## src/rtl/core_pkg.sv

```systemverilog
// core_pkg: shared FSM state type, default widths and int8 saturation bounds for the accumulate/quantize stage
package core_pkg;
  typedef enum logic {ACC_IDLE, ACC_RUN} acc_state_e;
  localparam int IDATA_BIT = 20;
  localparam int CNT_BIT = 16;
  localparam int ACC_BIT = IDATA_BIT + CNT_BIT;
  localparam int ODATA_BIT = 8;
  localparam int SHIFT_BIT = 5;
  localparam int SAT_MAX = 2 ** (ODATA_BIT - 1) - 1;
  localparam int SAT_MIN = -(2 ** (ODATA_BIT - 1));
endpackage

```

## src/rtl/core_acc_quant_if.sv

```systemverilog
// core_acc_quant_if: configuration, partial-sum input and valid/ready result bus of the accumulate/quantize stage
//   master drives cfg_acc_num, cfg_shift, idata, idata_valid, odata_ready
//   slave drives odata, odata_valid, acc_busy, sat_flag, err_drop
interface core_acc_quant_if import core_pkg::*; ();
  logic [CNT_BIT-1:0] cfg_acc_num;
  logic [SHIFT_BIT-1:0] cfg_shift;
  logic [IDATA_BIT-1:0] idata;
  logic idata_valid;
  logic [ODATA_BIT-1:0] odata;
  logic odata_valid;
  logic odata_ready;
  logic acc_busy;
  logic sat_flag;
  logic err_drop;
  modport master (
    output cfg_acc_num, cfg_shift, idata, idata_valid, odata_ready,
    input odata, odata_valid, acc_busy, sat_flag, err_drop
  );
  modport slave (
    input cfg_acc_num, cfg_shift, idata, idata_valid, odata_ready,
    output odata, odata_valid, acc_busy, sat_flag, err_drop
  );
endinterface

```

## src/rtl/acc_out_fifo.sv

```systemverilog
// acc_out_fifo: 2-deep synchronous FIFO with full/empty flags; a push into a full FIFO succeeds when a pop happens in the same cycle
//   clk, rstn (async active-low), push_i/wdata_i write side, pop_i read side, rdata_o head entry, full_o, empty_o
module acc_out_fifo #(
  parameter int W = 8
) (
  input  logic         clk,
  input  logic         rstn,
  input  logic         push_i,
  input  logic [W-1:0] wdata_i,
  input  logic         pop_i,
  output logic [W-1:0] rdata_o,
  output logic         full_o,
  output logic         empty_o
);
  logic [W-1:0] mem_q [2];
  logic wp_q, rp_q, wr, rd;
  logic [1:0] cnt_q;
  assign empty_o = cnt_q == 2'd0;
  assign full_o = cnt_q == 2'd2;
  assign rd = pop_i && !empty_o;
  assign wr = push_i && (!full_o || rd);
  assign rdata_o = mem_q[rp_q];
  always_ff @(posedge clk or negedge rstn)
    if (!rstn) begin
      mem_q[0] <= '0;
      mem_q[1] <= '0;
      wp_q <= 1'b0;
      rp_q <= 1'b0;
      cnt_q <= 2'd0;
    end else begin
      if (wr) begin
        mem_q[wp_q] <= wdata_i;
        wp_q <= ~wp_q;
      end
      if (rd) rp_q <= ~rp_q;
      cnt_q <= cnt_q + {1'b0, wr} - {1'b0, rd};
    end
endmodule

```

## src/rtl/core_acc_quant.sv

```systemverilog
// core_acc_quant: accumulates N signed partial sums per group, rounds/shifts/saturates each sum to int8 and buffers results for a valid/ready consumer
//   clk, rstn (async active-low); bus (slave) carries cfg_acc_num, cfg_shift, idata/idata_valid,
//   odata/odata_valid/odata_ready and the status outputs acc_busy, sat_flag, err_drop
module core_acc_quant import core_pkg::*; (
  input logic clk,
  input logic rstn,
  core_acc_quant_if.slave bus
);
  localparam logic signed [ACC_BIT:0] HI = (ACC_BIT + 1)'(SAT_MAX);
  localparam logic signed [ACC_BIT:0] LO = (ACC_BIT + 1)'(SAT_MIN);
  acc_state_e state_q, state_d;
  logic [CNT_BIT-1:0] n_q, n_d, cnt_q, cnt_d, cfg_n;
  logic [SHIFT_BIT-1:0] s_q, s_d, fin_s_q, fin_s_d;
  logic [ACC_BIT-1:0] acc_q, acc_d, fin_sum_q, fin_sum_d, sum_in, acc_nx;
  logic fin_valid_q, fin_valid_d, sat_q, sat_d, drop_q, drop_d;
  logic [ACC_BIT:0] half;
  logic signed [ACC_BIT:0] rnd, shr;
  logic clamp_hi, clamp_lo, full, empty, pop;
  logic [ODATA_BIT-1:0] qdata, head;
  assign sum_in = {{(ACC_BIT - IDATA_BIT){bus.idata[IDATA_BIT-1]}}, bus.idata};
  assign acc_nx = acc_q + sum_in;
  assign cfg_n = (bus.cfg_acc_num == '0) ? CNT_BIT'(1) : bus.cfg_acc_num;
  always_comb begin
    state_d = state_q;
    n_d = n_q;
    s_d = s_q;
    cnt_d = cnt_q;
    acc_d = acc_q;
    fin_sum_d = fin_sum_q;
    fin_s_d = fin_s_q;
    fin_valid_d = 1'b0;
    if (bus.idata_valid && state_q == ACC_IDLE) begin
      n_d = cfg_n;
      s_d = bus.cfg_shift;
      cnt_d = CNT_BIT'(1);
      acc_d = sum_in;
      fin_valid_d = cfg_n == CNT_BIT'(1);
      fin_sum_d = sum_in;
      fin_s_d = bus.cfg_shift;
      state_d = fin_valid_d ? ACC_IDLE : ACC_RUN;
    end else if (bus.idata_valid) begin
      cnt_d = cnt_q + CNT_BIT'(1);
      acc_d = acc_nx;
      fin_valid_d = cnt_d == n_q;
      fin_sum_d = acc_nx;
      fin_s_d = s_q;
      state_d = fin_valid_d ? ACC_IDLE : ACC_RUN;
    end
  end
  // One extra bit of headroom so adding the rounding half never wraps.
  assign half = (fin_s_q == '0) ? '0 : (ACC_BIT + 1)'(1) << (fin_s_q - 1'b1);
  assign rnd = {fin_sum_q[ACC_BIT-1], fin_sum_q} + half;
  assign shr = rnd >>> fin_s_q;
  assign clamp_hi = shr > HI;
  assign clamp_lo = shr < LO;
  assign qdata = clamp_hi ? ODATA_BIT'(SAT_MAX) : clamp_lo ? ODATA_BIT'(SAT_MIN) : shr[ODATA_BIT-1:0];
  assign pop = !empty && bus.odata_ready;
  assign sat_d = sat_q | (fin_valid_q & (clamp_hi | clamp_lo));
  assign drop_d = drop_q | (fin_valid_q & full & ~pop);
  always_ff @(posedge clk or negedge rstn)
    if (!rstn) begin
      state_q <= ACC_IDLE;
      n_q <= '0;
      s_q <= '0;
      cnt_q <= '0;
      acc_q <= '0;
      fin_sum_q <= '0;
      fin_s_q <= '0;
      fin_valid_q <= 1'b0;
      sat_q <= 1'b0;
      drop_q <= 1'b0;
    end else begin
      state_q <= state_d;
      n_q <= n_d;
      s_q <= s_d;
      cnt_q <= cnt_d;
      acc_q <= acc_d;
      fin_sum_q <= fin_sum_d;
      fin_s_q <= fin_s_d;
      fin_valid_q <= fin_valid_d;
      sat_q <= sat_d;
      drop_q <= drop_d;
    end
  acc_out_fifo #(.W(ODATA_BIT)) u_fifo (
    .clk(clk),
    .rstn(rstn),
    .push_i(fin_valid_q),
    .wdata_i(qdata),
    .pop_i(pop),
    .rdata_o(head),
    .full_o(full),
    .empty_o(empty)
  );
  assign bus.odata = head;
  assign bus.odata_valid = !empty;
  assign bus.acc_busy = state_q == ACC_RUN;
  assign bus.sat_flag = sat_q;
  assign bus.err_drop = drop_q;
endmodule

```

## src/flat_wrapper.sv

```systemverilog
// flat-port wrapper written by rule: the top's interface ports become plain ports
module core_acc_quant_flat import core_pkg::*;
  (clk, rstn, bus_cfg_acc_num, bus_cfg_shift, bus_idata, bus_idata_valid, bus_odata_ready, bus_odata, bus_odata_valid, bus_acc_busy, bus_sat_flag, bus_err_drop);
  core_acc_quant_if bus_i ();
  input logic clk;
  input logic rstn;
  input wire logic [$bits(bus_i.cfg_acc_num)-1:0] bus_cfg_acc_num;
  input wire logic [$bits(bus_i.cfg_shift)-1:0] bus_cfg_shift;
  input wire logic [$bits(bus_i.idata)-1:0] bus_idata;
  input wire logic [$bits(bus_i.idata_valid)-1:0] bus_idata_valid;
  input wire logic [$bits(bus_i.odata_ready)-1:0] bus_odata_ready;
  output wire logic [$bits(bus_i.odata)-1:0] bus_odata;
  output wire logic [$bits(bus_i.odata_valid)-1:0] bus_odata_valid;
  output wire logic [$bits(bus_i.acc_busy)-1:0] bus_acc_busy;
  output wire logic [$bits(bus_i.sat_flag)-1:0] bus_sat_flag;
  output wire logic [$bits(bus_i.err_drop)-1:0] bus_err_drop;
  assign bus_i.cfg_acc_num = bus_cfg_acc_num;
  assign bus_i.cfg_shift = bus_cfg_shift;
  assign bus_i.idata = bus_idata;
  assign bus_i.idata_valid = bus_idata_valid;
  assign bus_i.odata_ready = bus_odata_ready;
  assign bus_odata = bus_i.odata;
  assign bus_odata_valid = bus_i.odata_valid;
  assign bus_acc_busy = bus_i.acc_busy;
  assign bus_sat_flag = bus_i.sat_flag;
  assign bus_err_drop = bus_i.err_drop;
  core_acc_quant u_core (.clk(clk), .rstn(rstn), .bus(bus_i));
endmodule
```

## config.mk

```make
export PLATFORM = sky130hd
export DESIGN_NAME = core_acc_quant_flat
export DESIGN_NICKNAME = d
export VERILOG_FILES = /design/src/rtl/core_pkg.sv /design/src/rtl/core_acc_quant_if.sv /design/src/rtl/acc_out_fifo.sv /design/src/rtl/core_acc_quant.sv /design/src/flat_wrapper.sv
export SDC_FILE = /design/constraint.sdc
export NUM_CORES = 1
export LEC_CHECK = 0
export BUFFER_PORTS_ARGS = -buffer_cell sky130_fd_sc_hd__buf_2
export CAP_MARGIN = 20
export CORE_UTILIZATION = 40
export DETAILED_ROUTE_END_ITERATION = 16
export GPL_ROUTABILITY_DRIVEN = 1
export PLACE_DENSITY = 0.65
export SLEW_MARGIN = 15
export SYNTH_ARGS = -nofsm -noshare
export SYNTH_HDL_FRONTEND = slang
export SYNTH_HIERARCHICAL = 1
export SYNTH_SLANG_ARGS = --single-unit
```

## constraint.sdc

```tcl
create_clock -name clk -period 11.5 [get_ports clk]
set_clock_uncertainty 0.05 [all_clocks]
set_input_delay 2.3 -clock clk [delete_from_list [all_inputs] [get_ports clk]]
set_output_delay 2.3 -clock clk [all_outputs]
set_load 0.005 [all_outputs]
```

# Word level (Yosys, flattened, before mapping)
# Cells that the tools add are included.
# classes
add_sub_neg	6
order_cmp	5
n_eq_ne	3
shifts	2
muxes	22
bitwise	12
reduce_logical	12
# ops
cell	count
$mux W36	2
$mux W16	3
$mux W8	6
$add A37 B37 Y37	1
$gt A37 B8 Y1 const B	1
$lt A37 B8 Y1 const B	1
$mux W37	1
$shl A1 B5 Y37 const A	1
$sshr A37 B5 Y37	1
$add A36 B36 Y36	1
$add A16 B1 Y16 const B	1
$bwmux W16	1
$eq A16 B1 Y1 const B	1
$eq A16 B16 Y1	1
$logic_not A16 Y1	1
$mux W5	2
$demux W8 S1	1
$mux W1	6
$logic_and A1 B1 Y1	5
$logic_not A5 Y1	1
$sub A5 B1 Y5 const B	1
$ge A2 B2 Y1 const B	2
$not A1 Y1	4
$not A1 Y2	2
other kinds (10)	15
# totals
ff_bits	102
input_bits	45
output_inout_bits	12
wordCells	76

# Longest topological paths before layout
# logic_depth
depth_word	9
ltp_mapped	25
depth_no_buf	22

# Hierarchy
# Netlist, hierarchy kept.
# modules_own_cells
module	n_inst	cells_per_inst	area_per_inst_um2	seq_area_each_um2
core_acc_quant	1	1551	11310.8	2052.0
acc_out_fifo	1	60	908.4	500.5

# Least setup slack after synthesis
# Ideal clock, no wire load.
# synth_timing
kind	register -> register
from	register u_core.fin_s_q[1]
to	register u_core/u_fifo/mem_q[10] (netlist bit)
t_arrival_ps	5477
t_required_ps	11325
setup_slack_ps	5848
stages_incl_launch_ff	25
path_buffers	3
synth_period_minus_slack_ps	5652
cell_sequence	dfrtp_1 clkbuf_1 inv_2 buf_1 nand2_1 clkbuf_1 nor3_1 ha_1 inv_1 fa_1 nand2b_1 a21o_1 a21o_1 o21ai_2 mux2_1 a211o_1 or2_0 a222oi_1 mux2_2 o2111ai_1 nor4_1 o2111ai_1 nand2b_1 o2bb2ai_1 mux2_2
# synth_via
elab_chain_len	9
elab_cells_between_ends	11
classes_between	add/sub (2); order compare (2); shift (2); mux (4); reduce/logical (1)
# synth_rtl
element	line	rtl
start, declared	core_acc_quant.sv:13	logic [SHIFT_BIT-1:0] s_q, s_d, fin_s_q, fin_s_d;
start signal, assigned	core_acc_quant.sv:79	fin_s_q <= fin_s_d;
$sub A5 B1 Y5	core_acc_quant.sv:51	assign half = (fin_s_q == '0) ? '0 : (ACC_BIT + 1)'(1) << (fin_s_q - 1'b1);
$shl A1 B5 Y37	core_acc_quant.sv:51	
$mux W37	core_acc_quant.sv:51	
$add A37 B37 Y37	core_acc_quant.sv:52	assign rnd = {fin_sum_q[ACC_BIT-1], fin_sum_q} + half;
$sshr A37 B5 Y37 *	core_acc_quant.sv:53	assign shr = rnd >>> fin_s_q;
$lt A37 B8 Y1	core_acc_quant.sv:55	assign clamp_lo = shr < LO;
$mux W8	core_acc_quant.sv:56	assign qdata = clamp_hi ? ODATA_BIT'(SAT_MAX) : clamp_lo ? ODATA_BIT'(SAT_MIN) : shr[ODATA_BIT-1:0];
$mux W8 *	core_acc_quant.sv:56	
via u_core.qdata[2]	core_acc_quant.sv:19	logic [ODATA_BIT-1:0] qdata, head;
$bwmux W16 *	acc_out_fifo.sv:32	mem_q[wp_q] <= wdata_i;
end signal, assigned by index	acc_out_fifo.sv:32	
end, declared	acc_out_fifo.sv:15	logic [W-1:0] mem_q [2];
# The timed path passes the listed nets; every way through them passes the cells marked *.
# A chain may end at the register's enable or synchronous reset.

# Worst setup path after layout
# layout_timing
from	register u_core.fin_s_q[1]
to	register u_core/u_fifo/mem_q[0] (netlist bit)
# The elaborated chain is that of the path after synthesis.

==> qor.yml <==
pwr:
  ir_worst_vdd_v: 0.000121
  power_density_mw_per_mm2: 269
  leakagePower_nw: 5.54
status:
  status: "finished clean"
synth:
  synth_cell_types: 104
  async_reset_ff_share_pct: 100
  syn_avg_cell_area_sq_um: 7.58
  synth_edf_count: 0
  yosys_warnings: 6
  syn_inst: 1611
  synth_nets: 1728
  synthFlopType: "dfrtp_1"
  netlist_area_sq_mm: 0.0122
  ys_seq_elements: 102
  ys_seq_area_share_pct: 20.9
clock_network:
  root_buffer: "clkbuf_16"
  clock-sinks: 102
  numCtsBuffers: 9
  clkLatencyLatePin_ps: 360
  ctsResizeCount: 0
  path_clk_slew_ps: 80
  clockBufferDepth: 2
  post_cts.repair.setup_buffers: 0
  htree_levels: 3
  cts_tree: "yes"
  holdBufCountCts: 0
routing:
  dr_total_vias: 12700
  viasPerCell: 6.38
  drtIter0Drc: 1311
  wl_per_cell_um: 20.4
  drc: 0
  antenna_left: 0
  wirelength_um: 40400
  drt_pre_antenna_iters: 7
layout:
  final_common_cell: "nor2_1"
  mostFrequentLayoutCells: "176 x nor2_1, 150 x nand2_1, 147 x a21oi_1"
  fillCellCount: 3031
  nNetsFinal: 1706
  fin_util_pct: 43.4
  syn_to_final_growth_pct: 6.08
  final_layout_size_suffix_gt1_share_pct: 10.4
  diodes: 0
place:
  post-dp-hpwl_um: 30500
  numPortBuffers: 56
  globalplace.congestion: 0.996
floorplan:
  core_area_sq_mm: 0.0299
  fp-row-count: 63
  start_util_pct: 40.9
  die_w_um: 177
  fp.dieH_um: 177
  ios: 57
  dieArea_sq_mm: 0.0313
sta:
  finalSetupViolCount: 0
  max_slew_margin_pct: 29.0
  finalSetupTns_ps: 0
  rsz0062_at_grt: "false"
  worst_slew_pin_slew_ps: 1060
  max_freq_mhz: 136
  hold_viol_final: 0
  fin_crit_sh_pct: 64.1
  post-route-min-period_ps: 7370
  drv_slew: 0
setup_path:
  crit_path_start_kind: "flop"
  crit_top_cell: "o21ai_0"
  worst_ep_arrival_time_ps: 7570
  setup.worst_path.end_class: "flop"
  crit_family: "compound AO/OA/AOI/OAI gates"
  cpPeakStageDelay_ps: 820
  crit_buf_inv: 3
  critPathRequiredTime_ps: 11700
  crit_path_max_fanout: 63
  r2r-start: "u_core/fin_s_q[1]"
  crit_chain: "buf_4, inv_2, nor2_1, nand3_1, inv_1, ha_1, a211oi_1, o21ai_1, nand4_2, a21boi_1, o21a_1, o21ai_0, o21ai_0, o211ai_1, o21ai_0, nand4_1, nor4_1, o2111ai_1, nand2_1, a21oi_1, mux2_2"
  crit_start: "u_core/fin_s_q[1]"
  crit_type: "flop to flop"
  cp_slowest_cell: "nor2_1"
grt:
  grt.total_usage_pct: 25.9
  grt_max_degree: 104
  antenna_found_initial: 0
  grt_pass1_vias: 11700
  grt.overflow.total: 0
  grt_pass1_wl_um: 63900
hold_path:
  hold_path_class: "flop to flop"
  hp-start: "u_core/bus.err_drop"
job:
  max-cap-violations: 0
-- registers in the layout, indices dropped and copies added, names as in the netlist, 2 cells and up --
| signal | cells |
|---|---|
| u_core/fin_sum_q | 36 |
| u_core/n_q | 16 |
| u_core/s_q | 5 |
| u_core/u_fifo/mem_q | 16 |
| u_core/cnt_q | 16 |
| u_core/u_fifo/cnt_q | 2 |
| u_core/fin_s_q | 5 |
-- synthesized netlist by cell type, types with 20 or more instances --
| library cell | count | area share [%] |
|---|---|---|
| nor2b_1 | 20 | 1.0 |
| mux2i_1 | 40 | 3.3 |
| xnor2_1 | 53 | 3.8 |
| inv_1 | 38 | 1.2 |
| a21o_1 | 32 | 2.0 |
| ha_1 | 70 | 7.2 |
| nor3_1 | 61 | 2.5 |
| dfrtp_1 | 102 | 21 |
| xor2_1 | 25 | 1.8 |
| nand2_1 | 150 | 4.6 |
| nor2_1 | 176 | 5.4 |
| clkbuf_1 | 65 | 2.0 |
| a211oi_1 | 28 | 1.7 |
| and3_1 | 27 | 1.4 |
| mux2_2 | 31 | 2.9 |
| nand4_1 | 23 | 1.2 |
| nand3_1 | 37 | 1.5 |
| a21oi_1 | 147 | 6.0 |
| o211ai_1 | 25 | 1.5 |
| o21ai_0 | 87 | 3.6 |
-- cells by family (layout without fill, tap and decap cells) --
group	Yosys count	in the layout	share of synthesized area (%)
other cells	1	1	0.0307
buf+inv	144	127	4.75
compound gates	547	547	30.7
mux	77	77	7.06
xor+xnor	79	79	5.72
simple gates	589	589	23.4
flops	102	102	20.9
fa+ha+maj	72	72	7.50
-- where the power goes --
| group | total [mW] | leakage [nW] | internal (mW) | switching, mW |
|---|---|---|---|---|
| clock | 0.307 | 0.146 | 0.157 | 0.150 |
| sequential | 0.630 | 1.24 | 0.472 | 0.158 |
| combinational | 2.55 | 4.15 | 0.940 | 1.61 |
-- through the flow --
step                      setup WS (ps)  total power [mW]  std cells  hold WS, ps  cell area (sq um)
after floorplan                    5850              2.46       1611          391              12200
after global placement             4340              3.10       1968          405              12700
after detailed placement           4380              3.10       1968          407              12700
after CTS                          4360              3.43       1984          425              13000
after global routing               3780              3.74       1984          434              13000
final                              4130              3.48       1984          429              13000
-- final timing paths --
check | end | slack, ps | cells past startpoint
max | u_core/u_fifo/mem_q[0] | 4130 | 21
min reg2reg | u_core/bus.err_drop | 430 | 1
min in group asynchronous | u_core/n_q[7] | 1820 | 1
max in group asynchronous | u_core/bus.acc_busy | 8300 | 2
min | u_core/bus.err_drop | 430 | 1
max reg2reg | u_core/u_fifo/mem_q[0] | 4130 | 21
-- routing by layer --
metal  track usage, %  share of wire [%]  up-vias  routed length (um)
li1                 -                  -     6011                   -
met1             36.7                 45     6027               18300
met2             39.9                 44      550               17900
met3             2.96                7.4       66                2980
met4             9.91                3.1        0                1240
met5                0                  0        -                   0
-- cell type report --
cell class                 count  area, sq um  share of cell area (%)
inverter                      42          158                    1.22
multi-input combinational   1365         9090                    70.1
timing repair buffer          69          383                    2.95
clock buffer                  10          239                    1.84
sequential                   102         2550                    19.7
clock inverter                 6         53.8                   0.415
tap                          390          488                    3.76
(Power assumes the default switching activity.)
